### config.mk
export PLATFORM = sky130hd
export DESIGN_NAME = serial_magnitude_comparator
export DESIGN_NICKNAME = d
export VERILOG_FILES = /design/src/rtl/serial_magnitude_comparator_pkg.sv /design/src/rtl/serial_magnitude_comparator_onebit.sv /design/src/rtl/serial_magnitude_comparator.sv
export SDC_FILE = /design/constraint.sdc
export NUM_CORES = 1
export LEC_CHECK = 0
export CAP_MARGIN = 25
export CORE_ASPECT_RATIO = 1.75
export CORE_MARGIN = 2
export CORE_UTILIZATION = 44
export DETAILED_ROUTE_END_ITERATION = 10
export PLACE_DENSITY = 0.69
export SYNTH_ARGS = -nofsm -noshare
export SYNTH_HDL_FRONTEND = slang
export SYNTH_SLANG_ARGS = --single-unit
export TNS_END_PERCENT = 50
### constraint.sdc
create_clock -name clk -period 2.2 [get_ports clk]
set_input_delay 0.66 -clock clk [delete_from_list [all_inputs] [get_ports clk]]
set_output_delay 0.66 -clock clk [all_outputs]
set_load 0.05 [all_outputs]
### src/rtl/serial_magnitude_comparator_pkg.sv
// Shared types for the serial magnitude comparator.
// Holds the FSM state encoding and the bit-index width helper.
package serial_magnitude_comparator_pkg;

    typedef enum logic {
        ST_IDLE = 1'b0,
        ST_CMP  = 1'b1
    } state_e;

    localparam int unsigned MIN_WIDTH = 2;
    localparam int unsigned MAX_WIDTH = 32;

    // Width of the bit-index down-counter for a WIDTH-bit operand.
    function automatic int idx_w(input int w);
        return $clog2(w);
    endfunction

endpackage

### src/rtl/serial_magnitude_comparator_onebit.sv
// Single-bit magnitude comparator, shared by the serial controller.
// Ports: x, y (bits in); g = x>y, l = x<y, e = x==y (outputs).
module onebit_comparator (
    input  logic x,
    input  logic y,
    output logic g,
    output logic l,
    output logic e
);

    assign g = x & ~y;
    assign l = ~x & y;
    assign e = ~(x ^ y);

endmodule

### src/rtl/serial_magnitude_comparator.sv
// MSB-first serial compare of two WIDTH-bit unsigned operands using one
// 1-bit comparator. Ports: clk, rst_n (async low), start, a, b in;
// busy, done (1-cycle pulse), gt/lt/eq (registered, held) out.
module serial_magnitude_comparator
    import serial_magnitude_comparator_pkg::*;
#(
    parameter int WIDTH      = 8,
    parameter bit EARLY_EXIT = 1'b1
) (
    input  logic             clk,
    input  logic             rst_n,
    input  logic             start,
    input  logic [WIDTH-1:0] a,
    input  logic [WIDTH-1:0] b,
    output logic             busy,
    output logic             done,
    output logic             gt,
    output logic             lt,
    output logic             eq
);

    localparam int IW = idx_w(WIDTH);

    state_e           state_q, state_d;
    logic [IW-1:0]    idx_q, idx_d;
    logic [WIDTH-1:0] a_q, a_d;
    logic [WIDTH-1:0] b_q, b_d;
    logic             sgt_q, sgt_d;
    logic             slt_q, slt_d;
    logic             done_q, done_d;
    logic             gt_q, gt_d;
    logic             lt_q, lt_d;
    logic             eq_q, eq_d;

    logic bit_g, bit_l, bit_e;
    logic hit;
    logic fin;
    logic new_gt, new_lt;

    // Operands shift left each step, so the current bit is always the MSB.
    onebit_comparator u_bit (
        .x (a_q[WIDTH-1]),
        .y (b_q[WIDTH-1]),
        .g (bit_g),
        .l (bit_l),
        .e (bit_e)
    );

    assign hit = ~bit_e;

    always_comb begin
        state_d = state_q;
        idx_d   = idx_q;
        a_d     = a_q;
        b_d     = b_q;
        sgt_d   = sgt_q;
        slt_d   = slt_q;
        done_d  = 1'b0;
        gt_d    = gt_q;
        lt_d    = lt_q;
        eq_d    = eq_q;
        new_gt  = sgt_q;
        new_lt  = slt_q;
        fin     = 1'b0;
        unique case (state_q)
            ST_IDLE: begin
                if (start) begin
                    a_d     = a;
                    b_d     = b;
                    idx_d   = IW'(WIDTH - 1);
                    sgt_d   = 1'b0;
                    slt_d   = 1'b0;
                    state_d = ST_CMP;
                end
            end
            ST_CMP: begin
                // First differing bit wins; later bits cannot override.
                if (!(sgt_q | slt_q) && hit) begin
                    new_gt = bit_g;
                    new_lt = bit_l;
                end
                sgt_d = new_gt;
                slt_d = new_lt;
                fin   = (EARLY_EXIT && hit) || (idx_q == '0);
                if (fin) begin
                    gt_d    = new_gt;
                    lt_d    = new_lt;
                    eq_d    = ~(new_gt | new_lt);
                    done_d  = 1'b1;
                    state_d = ST_IDLE;
                end else begin
                    idx_d = idx_q - IW'(1);
                    a_d   = a_q << 1;
                    b_d   = b_q << 1;
                end
            end
            default: state_d = ST_IDLE;
        endcase
    end

    always_ff @(posedge clk or negedge rst_n) begin
        if (!rst_n) begin
            state_q <= ST_IDLE;
            idx_q   <= '0;
            a_q     <= '0;
            b_q     <= '0;
            sgt_q   <= 1'b0;
            slt_q   <= 1'b0;
            done_q  <= 1'b0;
            gt_q    <= 1'b0;
            lt_q    <= 1'b0;
            eq_q    <= 1'b0;
        end else begin
            state_q <= state_d;
            idx_q   <= idx_d;
            a_q     <= a_d;
            b_q     <= b_d;
            sgt_q   <= sgt_d;
            slt_q   <= slt_d;
            done_q  <= done_d;
            gt_q    <= gt_d;
            lt_q    <= lt_d;
            eq_q    <= eq_d;
        end
    end

    assign busy = (state_q == ST_CMP);
    assign done = done_q;
    assign gt   = gt_q;
    assign lt   = lt_q;
    assign eq   = eq_q;

endmodule

==> summary.txt, run 1 <==
Run status
  • Status: completed

Clock network
  • Post-CTS Resized: 0
  • Post-CTS setup buffers: 0
  • Reg clk slew, reported paths: 0.09 ns
  • Number of hold buffers added after cts: 0
  • Clock Root Buffer: clkbuf_8
  • TritonCTS Buffers: 3
  • CTS tree: done
  • CTS Sinks: 26
  • CTS Buffer Depth: 2
  • H-Tree Depth: 1
  • Worst-Skew Late Latency: 0.26 ns

STA
  • Setup TNS: 0 ns
  • Actual slew at the worst max-slew pin: 0.491 ns
  • Final Cycle Share: between 90% and 100%
  • Max transition margin: 67.2%
  • Max-slew violations: 0
  • Layout Skew: roughly 0.0053 ns
  • Max Freq: 480 MHz
  • Post-route minimum period: 2.08 ns
  • RSZ-0062 raised after global routing: false
  • Slack of the critical path: 0.117 ns
  • Endpoints failing hold: 0
  • Final Setup Violations: 0

Route
  • Met3 WL post-DR: 63 µm
  • ANT nets after route: 0
  • Final WL: approximately 2.4 mm
  • Vias/cell: 5.59
  • Top Metal Used: met4
  • Routed len/inst: 14.4 µm
  • Met2 wire len: about 1.3 mm
  • DR vias: between 900 and 1000
  • DRT met1 WL: approximately 1000 µm
  • DRT iter0 DRCs: 5
  • DR pass1 iterations: 4
  • # DRC: 0

Logic synthesis
  • Mux cell area share after synthesis: between 10% and 20%
  • Top_reg_cell synth: dfrtp_1
  • Most numerous cell in the Yosys netlist: dfrtp_1
  • Largest area contributor in the synthesized netlist: dfrtp_1
  • Post-synth EDFFs: 0
  • Post-Syn Area per Cell: 10.8 µm²
  • Fraction of registers with async set/reset: 100%
  • Adder-Cell Fraction of Synth Area: 3.98%
  • Seq cells post-synth: 26
  • Total of warnings raised by yosys: 0
  • Mapped Area: 1260 µm²
  • Synth Net Count: 139
  • Post-synthesis xor/xnor area fraction: 0%
  • Largest family of logic cells by synthesized area: compound AO/OA/AOI/OAI gates
  • Compound-Gate Fraction of Synth Area: 13.1%
  • Part of the Yosys area used for sequential elements: 51.7%
  • Cells after Synth: about 120
  • Share of the synthesized area in the top cell type: 51.7%
  • Post-synthesis simple-gate area fraction: a little under an eighth
  • Synth top area cells: dfrtp_1, mux2i_1, a21oi_1
  • Synth cell types: 24
  • Top post-synthesis cells by count: dfrtp_1, a21oi_1, nor3_1

Placed design
  • Post-place setup slack: 0.187 ns
  • Buffers on Ports: 23
  • Gp weighted congestion: 0.848
  • Dpl hpwl: 1.78 mm

Cells and area
  • Layout fillers: 254
  • Share of cells above drive strength 1: 10.0%
  • Layout net count: 165
  • ANT cells: 0
  • Area added between synthesis and finish: 23.8%

Setup path
  • R2R Setup Slk: 0.49 ns
  • CP bufs+invs: 1
  • Crit path max-delay cell type: clkdlybuf4s50_1
  • Critical path, cell by cell: clkdlybuf4s50_1
  • CP startpoint kind: flip-flop
  • Crit path capture type: output port
  • Maximum fanout along the worst path: 2
  • Worst Path Arrival: 1.42 ns
  • Worst path top cell family by delay: buffers and inverters
  • Crit path kind: reg -> out
  • Worst path max stage delay: ~0.80 ns
  • Critical path required time: ~1.5 ns

Global routing
  • Vias in the first global route: 908
  • Pin count of the biggest net entering global routing: 27
  • Grt total ovfl: 0
  • Antenna violations before repair: 0
  • First-pass GRT wire length: 3.99 mm
  • Tot GR Track Use: 16.2%

Floorplan
  • Die H: 74.7 µm
  • Core area: 2720 µm²
  • Die width: 44.4 µm
  • Initial core utilization: 46.2%
  • # IOs: 24
  • Site row count: 25
  • Die area: 3320 µm²

Min path
  • Type of the tightest min-delay check: reg -> reg

Power and ir drop
  • Worst vdd ir: 0.783 mV
  • Cell Pwr Density: 1580 nW/µm²
  • Leak pwr: approximately 0.70 nW

Run
  • Max Cap Viol: 0
-- cell type report --
cell class	instances	area, µm²	area share, %
repair buffers	29	285	18.3
inverters	8	30.0	1.93
multi-input cells	74	515	33.1
well taps	27	33.8	2.17
flip-flops and latches	26	651	41.8
clock buffers	3	41.3	2.65
-- registers in the layout (all words and copies together) (netlist names) --
| signal | cells |
|---|---|
| slt_q | 1 |
| done | 1 |
| lt | 1 |
| a_q | 8 |
| idx_q | 3 |
| b_q | 8 |
| sgt_q | 1 |
| busy | 1 |
| gt | 1 |
| eq | 1 |
-- path summary, 6_finish.rpt --
path,start,end,cells after the start
setup / recovery,lt,lt,1
hold / removal,b_q[0],b_q[0],1
setup reg to reg,idx_q[0],b_q[3],7
hold reg to reg,b_q[0],b_q[0],1
max in group asynchronous,rst_n,b_q[0],2
min in group asynchronous,rst_n,a_q[5],2
-- metrics by stage --
stage	hold WS [ns]	power [W]	cell area, µm²	std cells	util, %
after global routing	0.532	0.00265	1560	167	57.2
after global placement	0.487	0.00217	1520	164	55.7
after detailed placement	0.486	0.00223	1520	164	55.7
after CTS	0.515	0.00249	1560	167	57.2
after floorplan	0.364	0.00190	1260	116	-
final	0.513	0.00246	1560	167	57.2
-- power by group --
| group | total (W) | switching, W | internal, W |
|---|---|---|---|
| Sequential | 0.000855 | 0.000135 | 0.000720 |
| Clock | 0.000262 | 0.000140 | 0.000122 |
| Combinational | 0.00134 | 0.000782 | 0.000559 |
| Total | 0.00246 | 0.00106 | 0.00140 |
-- logic make-up (layout without fill, tap and decap cells) --
group,Yosys count,in the layout
AO/OA/AOI/OAI,29,29
flip-flops,26,26
AND/OR/NAND/NOR,26,26
buffers and inverters,16,40
multiplexers,15,15
adder cells (fa/ha/maj),4,4
-- per-layer routing --
metal | vias to the layer above | GRT usage [%]
li1 | 454 | -
met1 | 462 | 18.8
met2 | 16 | 29.9
met3 | 2 | 2.16
met4 | 0 | 5.05
met5 | - | 0
-- cell usage in the layout, fill, tap and decap left out --
cell type / instances
dfrtp_1: 26
clkdlybuf4s50_1: 22
a21oi_1: 21
nor3_1: 15
mux2i_1: 14
inv_1: 7
buf_4: 6
nor2_1: 5
ha_1: 4
clkbuf_8: 3
a22o_1: 2
o21ai_0: 2
nor2b_1: 1
and3b_1: 1
nor2_8: 1
inv_2: 1
nand2b_1: 1
and2_1: 1
a22oi_1: 1
nor3b_1: 1
o211ai_1: 1
o32ai_1: 1
a21oi_2: 1
mux2_2: 1
buf_12: 1
Note: power is estimated with default switching activity, not from simulation.
==> inputs of run 2 (changes only) <==
SKIP_CTS_REPAIR_TIMING = 1   (was unset)
==> results of run 2 <==
No change in the layout: final DEF, timing and power equal those of run 1.
==> inputs of run 3 (changes only) <==
GPL_TIMING_DRIVEN = 0   (was unset)
PLACE_DENSITY = 0.78   (was 0.69)
==> summary.txt, run 3 (synthesis results as in run 1) <==
Run status
  • Status: completed

Setup path
  • Crit path kind: reg -> out
  • Worst path top cell family by delay: buffers and inverters
  • Critical path, cell by cell: clkdlybuf4s50_1
  • Maximum fanout along the worst path: 2 (unchanged)
  • Worst path max stage delay: 0.81 ns (about the same)
  • Worst path depth: 1 (unchanged)
  • Crit path max-delay cell type: clkdlybuf4s50_1
  • Worst reg2reg path depth: 7 (unchanged)
  • Critical path required time: 1.54 ns (about the same)
  • Crit path capture type: output port
  • CP bufs+invs: 1 (unchanged)
  • CP startpoint kind: flip-flop
  • Worst Path Arrival: 1.46 ns (+0.04 ns)

Route
  • Vias/cell: 5.39 (-3.7%)
  • Final WL: 2.47 mm (+2.7%)
  • # DRC: 0 (unchanged)
  • DR vias: 921 (-1.4%)
  • ANT nets after route: 0 (unchanged)
  • DR pass1 iterations: 4 (unchanged)
  • DRT iter0 DRCs: 24 (+19)
  • Routed len/inst: 14.4 µm (+0.30%)

Min path
  • Hold path cells: 1 (unchanged)
  • Type of the tightest min-delay check: reg -> reg

STA
  • Setup TNS: 0 ns (unchanged)
  • Post-route minimum period: 2.12 ns (+0.0392 ns)
  • Layout Skew: 0.00928 ns (+0.00397 ns)
  • Max-slew violations: 0 (unchanged)
  • Max transition margin: 67.1% (-0.084 points)
  • RSZ-0062 raised after global routing: false
  • Final Setup Violations: 0 (unchanged)
  • Actual slew at the worst max-slew pin: 0.492 ns (+0.00125 ns)
  • Endpoints failing hold: 0 (unchanged)
  • Max Freq: 471 MHz (-1.8%)
  • Final Cycle Share: 96.5% (+1.8 points)

Clock network
  • H-Tree Depth: 1 (unchanged)
  • Clock Root Buffer: clkbuf_8
  • Reg clk slew, reported paths: 0.09 ns (about the same)
  • CTS Buffer Depth: 2 (unchanged)
  • CTS tree: done
  • CTS Sinks: 26 (unchanged)
  • Worst-Skew Late Latency: 0.27 ns (about the same)
  • TritonCTS Buffers: 3 (unchanged)

Cells and area
  • FF/Latch Area: 651 µm² (unchanged)
  • Largest registers: a_q x8, b_q x8, idx_q x3
  • Area added between synthesis and finish: 28.9%
  • Post-layout util: 59.5% (+2.3 points)
  • ANT cells: 0 (unchanged)
  • Final Instance Area: 1620 µm² (+4.1%)
  • Share of cells above drive strength 1: 11.8% (+1.8 points)
  • Layout net count: 168 (+1.8%)
  • Commonest non-fill, non-tap cell in the layout: dfrtp_1
  • Layout fillers: 217 (-15%)
  • Multi-input logic area: 515 µm² (unchanged)
  • Leading cell types in the layout, fill and taps excluded: dfrtp_1, clkdlybuf4s50_1, a21oi_1

Floorplan
  • Initial core utilization: 46.2% (unchanged)
  • # IOs: 24 (unchanged)
  • Die width: 44.4 µm (unchanged)
  • Core area: 2720 µm² (unchanged)
  • Site row count: 25 (unchanged)
  • Die area: 3320 µm² (unchanged)
  • Die H: 74.7 µm (unchanged)

Placed design
  • Buffers on Ports: 23 (unchanged)
  • Dpl hpwl: 1.94 mm (+9.1%)
  • Gp weighted congestion: 0.786 (-7.3%)
  • Area after DPL: 1550 µm² (+2.2%)

Power and ir drop
  • Worst vdd ir: 0.865 mV (+11%)
  • Tot Pwr: 0.00264 W (+7.4%)
  • Cell Pwr Density: 1630 nW/µm² (+3.2%)
  • Leak pwr: 0.736 nW (+4.6%)

Run
  • Max Cap Viol: 0 (unchanged)

Global routing
  • Grt total ovfl: 0 (unchanged)
  • First-pass GRT wire length: 4.23 mm (+6.0%)
  • Tot GR Track Use: 17.3% (+1.2 points)
  • Antenna violations before repair: 0 (unchanged)
  • Pin count of the biggest net entering global routing: 21 (-22%)
  • Vias in the first global route: 936 (+3.1%)
[run 3: changes by cell type in the layout (fill, tap and decap cells not counted), sizes merged]
cell	previous run	this run
buf	7	9
clkdlybuf4s50	22	23
bufinv	0	1
[run 3: power breakdown]
part / total, W / leakage (nW) / switching, W / internal [W]
combinational: 0.00140 / 0.402 / 0.000806 / 0.000592
clock: 0.000392 / 0.0357 / 0.000149 / 0.000243
sequential: 0.000851 / 0.298 / 0.000131 / 0.000720
[run 3: layer usage]
layer,vias to the layer above,part of all wire (%),global-route usage [%]
met5,-,0,0
met4,0,1.5,6.06
met3,5,2.3,2.16
met2,15,57,32.5
met1,439,39,19.6
li1,462,-,-
[run 3: path summary, 6_finish.rpt]
check	start	end	slack (ns)
worst max-delay path	busy	busy	0.08
worst min-delay path	a_q[0]	a_q[0]	0.52
worst max register to register	b_q[7]	b_q[5]	0.53
worst min register to register	a_q[0]	a_q[0]	0.52
max in group asynchronous	rst_n	idx_q[2]	1.10
min in group asynchronous	rst_n	done	0.67
[run 3: area by class of cell]
class	count	share of cell area [%]
plain buffers	8	3.78
well taps	27	2.08
repair buffers	24	15.9
inverters	8	1.85
flip-flops and latches	26	40.2
clock inverters	1	1.85
multi-input cells	74	31.8
clock buffers	3	2.55
[run 3: per-stage QoR]
step | std cells | setup WS (ns) | hold slack, ns
final | 171 | 0.0774 | 0.515
after global routing | 171 | 0.0535 | 0.548
after CTS | 171 | 0.0747 | 0.517
after detailed placement | 167 | 0.116 | 0.492
after global placement | 166 | 0.121 | 0.484
after floorplan | 116 | 0.660 | 0.364
[run 3: worst reg2reg max path, delay by kind of cell (launching register included)]
kind / cells / cell delay, ns
AO/OA/AOI/OAI: 1 / 0.06
flip-flops: 1 / 0.38
buffers and inverters: 3 / 0.37
AND/OR/NAND/NOR: 2 / 0.38
adder cells (fa/ha/maj): 1 / 0.35
==> edit 1, RTL diff (settings of run 1) <==
Change the parameter `EARLY_EXIT` from 1'b1 to 1'b0.
--- a/src/rtl/serial_magnitude_comparator.sv
+++ b/src/rtl/serial_magnitude_comparator.sv
@@ -5,7 +5,7 @@
     import serial_magnitude_comparator_pkg::*;
 #(
     parameter int WIDTH      = 8,
-    parameter bit EARLY_EXIT = 1'b1
+    parameter bit EARLY_EXIT = 1'b0
 ) (
     input  logic             clk,
     input  logic             rst_n,
Formal check against the unedited RTL: not equivalent (a bounded check fails within 4 cycles, from zero or initial values and one cycle with rst_n low).
==> edit 1 against run 1 <==
Register-to-register slack better by 0.06 ns; global-route usage decreased by 1.6 points; routed wire length down 8.3%; clock skew down 0.0040 ns; cell count shrank 5.4%; cell area grew 7.2%; critical path depth is the same; power shrank 16%; sequential cell count unchanged; worst setup slack got worse by 0.0064 ns; synthesized area is 8.7% higher; largest cell class unchanged.
==> edit 1: results (changes against run 1) <==
Largest family of logic cells by synthesized area = multiplexers
CP Data Arrival Time = 1.43 ns
Worst slew pin tran = 0.4909 ns (-0.0003293 ns)
Vias in the first global route = 897 (-1.2%)
Multiplexer share of the synthesized area = 27.93% (+16 points)
Synth top cells by count = dfrtp_1 (26), mux2_2 (17), mux2_4 (8), mux2i_1 (7)
WHS Path Cells = 2 (+1)
Leakage power = 0.0008258 uW (+17%)
Post-synthesis compound-gate area fraction = 5.128% (-8.0 points)
Top cells by area, synth = dfrtp_1 (48%), mux2_2 (14%), mux2_4 (8.8%)
Synth unique cells = 24 (unchanged)
Status = completed
Resized cells post-CTS = 0 (unchanged)
Xor/xnor share of the synthesized area = 0.6410% (+0.64 points)
Sw Pwr = 730.6 uW (-31%)
Initial antenna violation count = 0 (unchanged)
Initial DRC Count = 9 (+4)
R2r worst-path depth = 6 (-1)
Layout cells sized above 1 = 29.23% (+19 points)
Dpl hpwl = 1.662 mm (-6.5%)
RePlAce Congestion = 0.7276 (-14%)
Syn nets = 127 (-8.6%)
Delay-heaviest family, CP = buffers and inverters
Placed inst area = 0.001614 mm^2 (+6.5%)
Largest net degree at the start of global routing = 27 (unchanged)
Sequential share of the synthesized area = 47.62% (-4.1 points)
Layout Skew = 0.001343 ns (-0.003965 ns)
FILL cells = 255 (+0.39%)
TritonRoute pass-1 iters = 4 (unchanged)
Detailed Route WL = 2.204 mm (-8.3%)
Area share of fa/ha/maj cells after synthesis = 3.663% (-0.32 points)
Vias = 836 (-10%)
Nets = 154 (-6.7%)
GRT Util Overall = 14.59% (-1.6 points)
Worst IR Drop VDD = 0.6925 mV (-12%)
Global-route wire length before repair = 3.870 mm (-3.0%)
Clock insertion delay at the later pin of the skew report = 0.26 ns (about the same)
Cell taking the most area after synthesis = dfrtp_1
Antenna cells = 0 (unchanged)
Synth async-reset ratio = 100.0% (unchanged)
## edit 1: cell types whose count changed after synthesis, sizes merged, moves of 4 or more
| cell | run 1 | this run |
|---|---|---|
| a21oi | 22 | 5 |
| buf | 8 | 4 |
| mux2 | 1 | 25 |
| mux2i | 14 | 7 |
| nand2 | 0 | 5 |
| nor3 | 15 | 1 |
| o21ai | 2 | 6 |
## edit 1: per-layer routing
layer | routed length [um] | vias to the layer above | track usage, %
met5 | 0 | - | 0
met4 | 23 | 0 | 6.857
met3 | 64 | 2 | 2.093
met2 | 1202 | 19 | 24.86
met1 | 913 | 406 | 16.82
li1 | - | 409 | -
## edit 1: kinds of logic after synthesis
group | after synthesis
buffers and inverters | 11
AND/OR/NAND/NOR | 17
adder cells (fa/ha/maj) | 4
AO/OA/AOI/OAI | 13
flip-flops | 26
multiplexers | 32
XOR/XNOR | 1
## edit 1: final cells by class
cell class                 instances  area (um^2)  area share, %
timing repair buffer              27        270.3          16.19
clock buffer                       4        55.05          3.298
inverter                           6        27.53          1.649
tap                               28        35.03          2.099
multi-input combinational         67        630.6          37.78
sequential                        26        650.6          38.98
## edit 1: path summary, 6_finish.rpt
path / slack (ns) / start / end
worst min-delay path: 0.49 / eq / eq
max in group asynchronous: 1.20 / rst_n / b_q[6]
worst min register to register: 0.49 / eq / eq
worst max register to register: 0.55 / idx_q[0] / b_q[1]
worst max-delay path: 0.11 / gt / gt
min in group asynchronous: 0.76 / rst_n / b_q[0]
## edit 1: stage by stage
stage / std cells / utilization, % / hold WS [ns] / setup slack (ns)
2_1_floorplan: 104 / - / 0.3644 / 0.4983
3_3_place_gp: 154 / 55.13 / 0.4628 / 0.1087
3_5_place_dp: 154 / 55.13 / 0.4748 / 0.09308
4_1_cts: 158 / 57.01 / 0.4948 / 0.1086
5_1_grt: 158 / 57.01 / 0.5159 / 0.06145
6_report: 158 / 57.01 / 0.4870 / 0.1103
## edit 1: power by group through the flow
stage	combinational, uW	clock, uW	sequential, uW
3_3_place_gp	978	0	775
5_1_grt	1100	336	800
4_1_cts	1020	315	779
6_report	993	305	777
3_5_place_dp	1010	0	788
2_1_floorplan	720	0	867
==> edit 2, RTL diff (config.mk and constraints of run 1) <==
Without the edit above. Take the reset off `a_q` and `b_q` and load them in a clocked block of their own.
--- a/src/rtl/serial_magnitude_comparator.sv
+++ b/src/rtl/serial_magnitude_comparator.sv
@@ -102,8 +102,6 @@
         if (!rst_n) begin
             state_q <= ST_IDLE;
             idx_q   <= '0;
-            a_q     <= '0;
-            b_q     <= '0;
             sgt_q   <= 1'b0;
             slt_q   <= 1'b0;
             done_q  <= 1'b0;
@@ -113,8 +111,6 @@
         end else begin
             state_q <= state_d;
             idx_q   <= idx_d;
-            a_q     <= a_d;
-            b_q     <= b_d;
             sgt_q   <= sgt_d;
             slt_q   <= slt_d;
             done_q  <= done_d;
@@ -122,6 +118,11 @@
             lt_q    <= lt_d;
             eq_q    <= eq_d;
         end
+    end
+
+    always_ff @(posedge clk) begin
+        a_q <= a_d;
+        b_q <= b_d;
     end
 
     assign busy = (state_q == ST_CMP);
Function: same outputs for any inputs over 10 cycles, from zero or initial values and one cycle with rst_n low; that may be too few to reach the edited logic, so the function may still have changed.
==> edit 2 against run 1 <==
Synthesized cell count fell by 28%; sequential share of layout area rose by 6.5 points; routed wire length fell by 19%; sequential cell count did not move; global-route usage fell by 2.4 points; synthesized area fell by 5.4%; register-to-register slack got worse by 0.02 ns; clock power barely moved; critical path depth did not move; largest cell class unchanged; cell area fell by 2.7%; count of clock-buffer cells in the layout rose by 1; power rose by 1.2%; worst setup slack improved by 0.010 ns.
==> edit 2: results (changes against run 1) <==
Vias in the first global route = 692 (-24%)
GRT Util Overall = 13.73% (-2.4 points)
Vias = 712 (-24%)
Top cells by area, synth = edfxtp_1 (40%), dfrtp_1 (21%), mux2_2 (13%)
Delay-heaviest family, CP = buffers and inverters
Global-route wire length before repair = 3.153 mm (-21%)
Relative slew slack = 60.88% (-6.3 points)
Synth top cells by count = edfxtp_1 (16), mux2_2 (14), dfrtp_1 (10), a21oi_1 (8), inv_1 (7)
Post-synthesis average cell area = 14.34 um^2 (+32%)
Sw Ratio = 36.41% (-6.6 points)
R2r worst-path depth = 6 (-1)
Final instance area = 0.001514 mm^2 (-2.7%)
Place WS = 0.3096 ns (+0.1229 ns)
Synth async-reset ratio = 38.46% (-62 points)
Leakage power = 0.0006195 uW (-12%)
WHS Path Cells = 1 (unchanged)
RePlAce Congestion = 0.7405 (-13%)
Layout cells sized above 1 = 25.45% (+15 points)
Antenna cells = 0 (unchanged)
Status = completed
Slew Limit Fails = 0 (unchanged)
IO buf count = 23 (unchanged)
Syn nets = 106 (-24%)
Avg Vias per Cell = 5.197 (-7.1%)
Largest net degree at the start of global routing = 20 (-26%)
Initial DRC Count = 11 (+6)
Post-synth EDFFs = 16 (+16)
Layout Skew = 0.003785 ns (-0.001523 ns)
Dpl hpwl = 1.493 mm (-16%)
Synth unique cells = 22 (-8.3%)
Clock tree buffer depth = 2 (unchanged)
Nets = 134 (-19%)
Detailed Route WL = 1.952 mm (-19%)
Worst IR Drop VDD = 1.018 mV (+30%)
Sequential share of the synthesized area = 61.41% (+9.7 points)
FILL cells = 242 (-4.7%)
Setup TNS = 0 ns (unchanged)
[edit 2: cell count changes after synthesis, moves of 2 or more]
cell and change:
mux2i_1 -14, o21ai_0 -2, mux2_2 +13, nor3_1 -14
a21oi_1 -13, a22o_1 -2, edfxtp_1 +16, buf_2 -4
dfrtp_1 -16
[edit 2: final cells by class]
class	instances	share of cell area [%]
clock buffers	4	2.975
well taps	27	2.231
multi-input cells	47	26.61
inverters	7	1.736
flip-flops and latches	26	48.26
repair buffers	26	18.18
[edit 2: per-layer routing]
layer / global-route usage, % / vias to the layer above / wire (um)
met5: 0 / - / 0
met4: 6.061 / 0 / 38
met3: 2.228 / 4 / 81
met2: 22.89 / 16 / 1073
met1: 17.27 / 343 / 758
li1: - / 349 / -
[edit 2: logic make-up after synthesis]
| kind of cell | share of synthesized area, % |
|---|---|
| muxes | 14.51 |
| DFF | 61.41 |
| buffers and inverters | 4.732 |
| AOI/OAI and AO/OA | 8.098 |
| adders and majority gates | 4.206 |
| and+or+nand+nor | 7.044 |
[edit 2: final timing paths]
path | startpoint | end | slack, ns
max reg2reg | idx_q[0] | a_q[7] | 0.47
max in group asynchronous | rst_n | slt_q | 1.16
min | idx_q[1] | idx_q[1] | 0.50
min reg2reg | idx_q[1] | idx_q[1] | 0.50
min in group asynchronous | rst_n | idx_q[1] | 0.72
max | eq | eq | 0.13
[edit 2: power by group through the flow]
stage               logic (uW)  registers, uW  clock network, uW
finish                    1220           1010                263
global route              1340           1040                291
CTS                       1240           1010                275
detailed placement        1230           1030                  0
global placement          1180           1010                  0
floorplan                  755           1120                  0
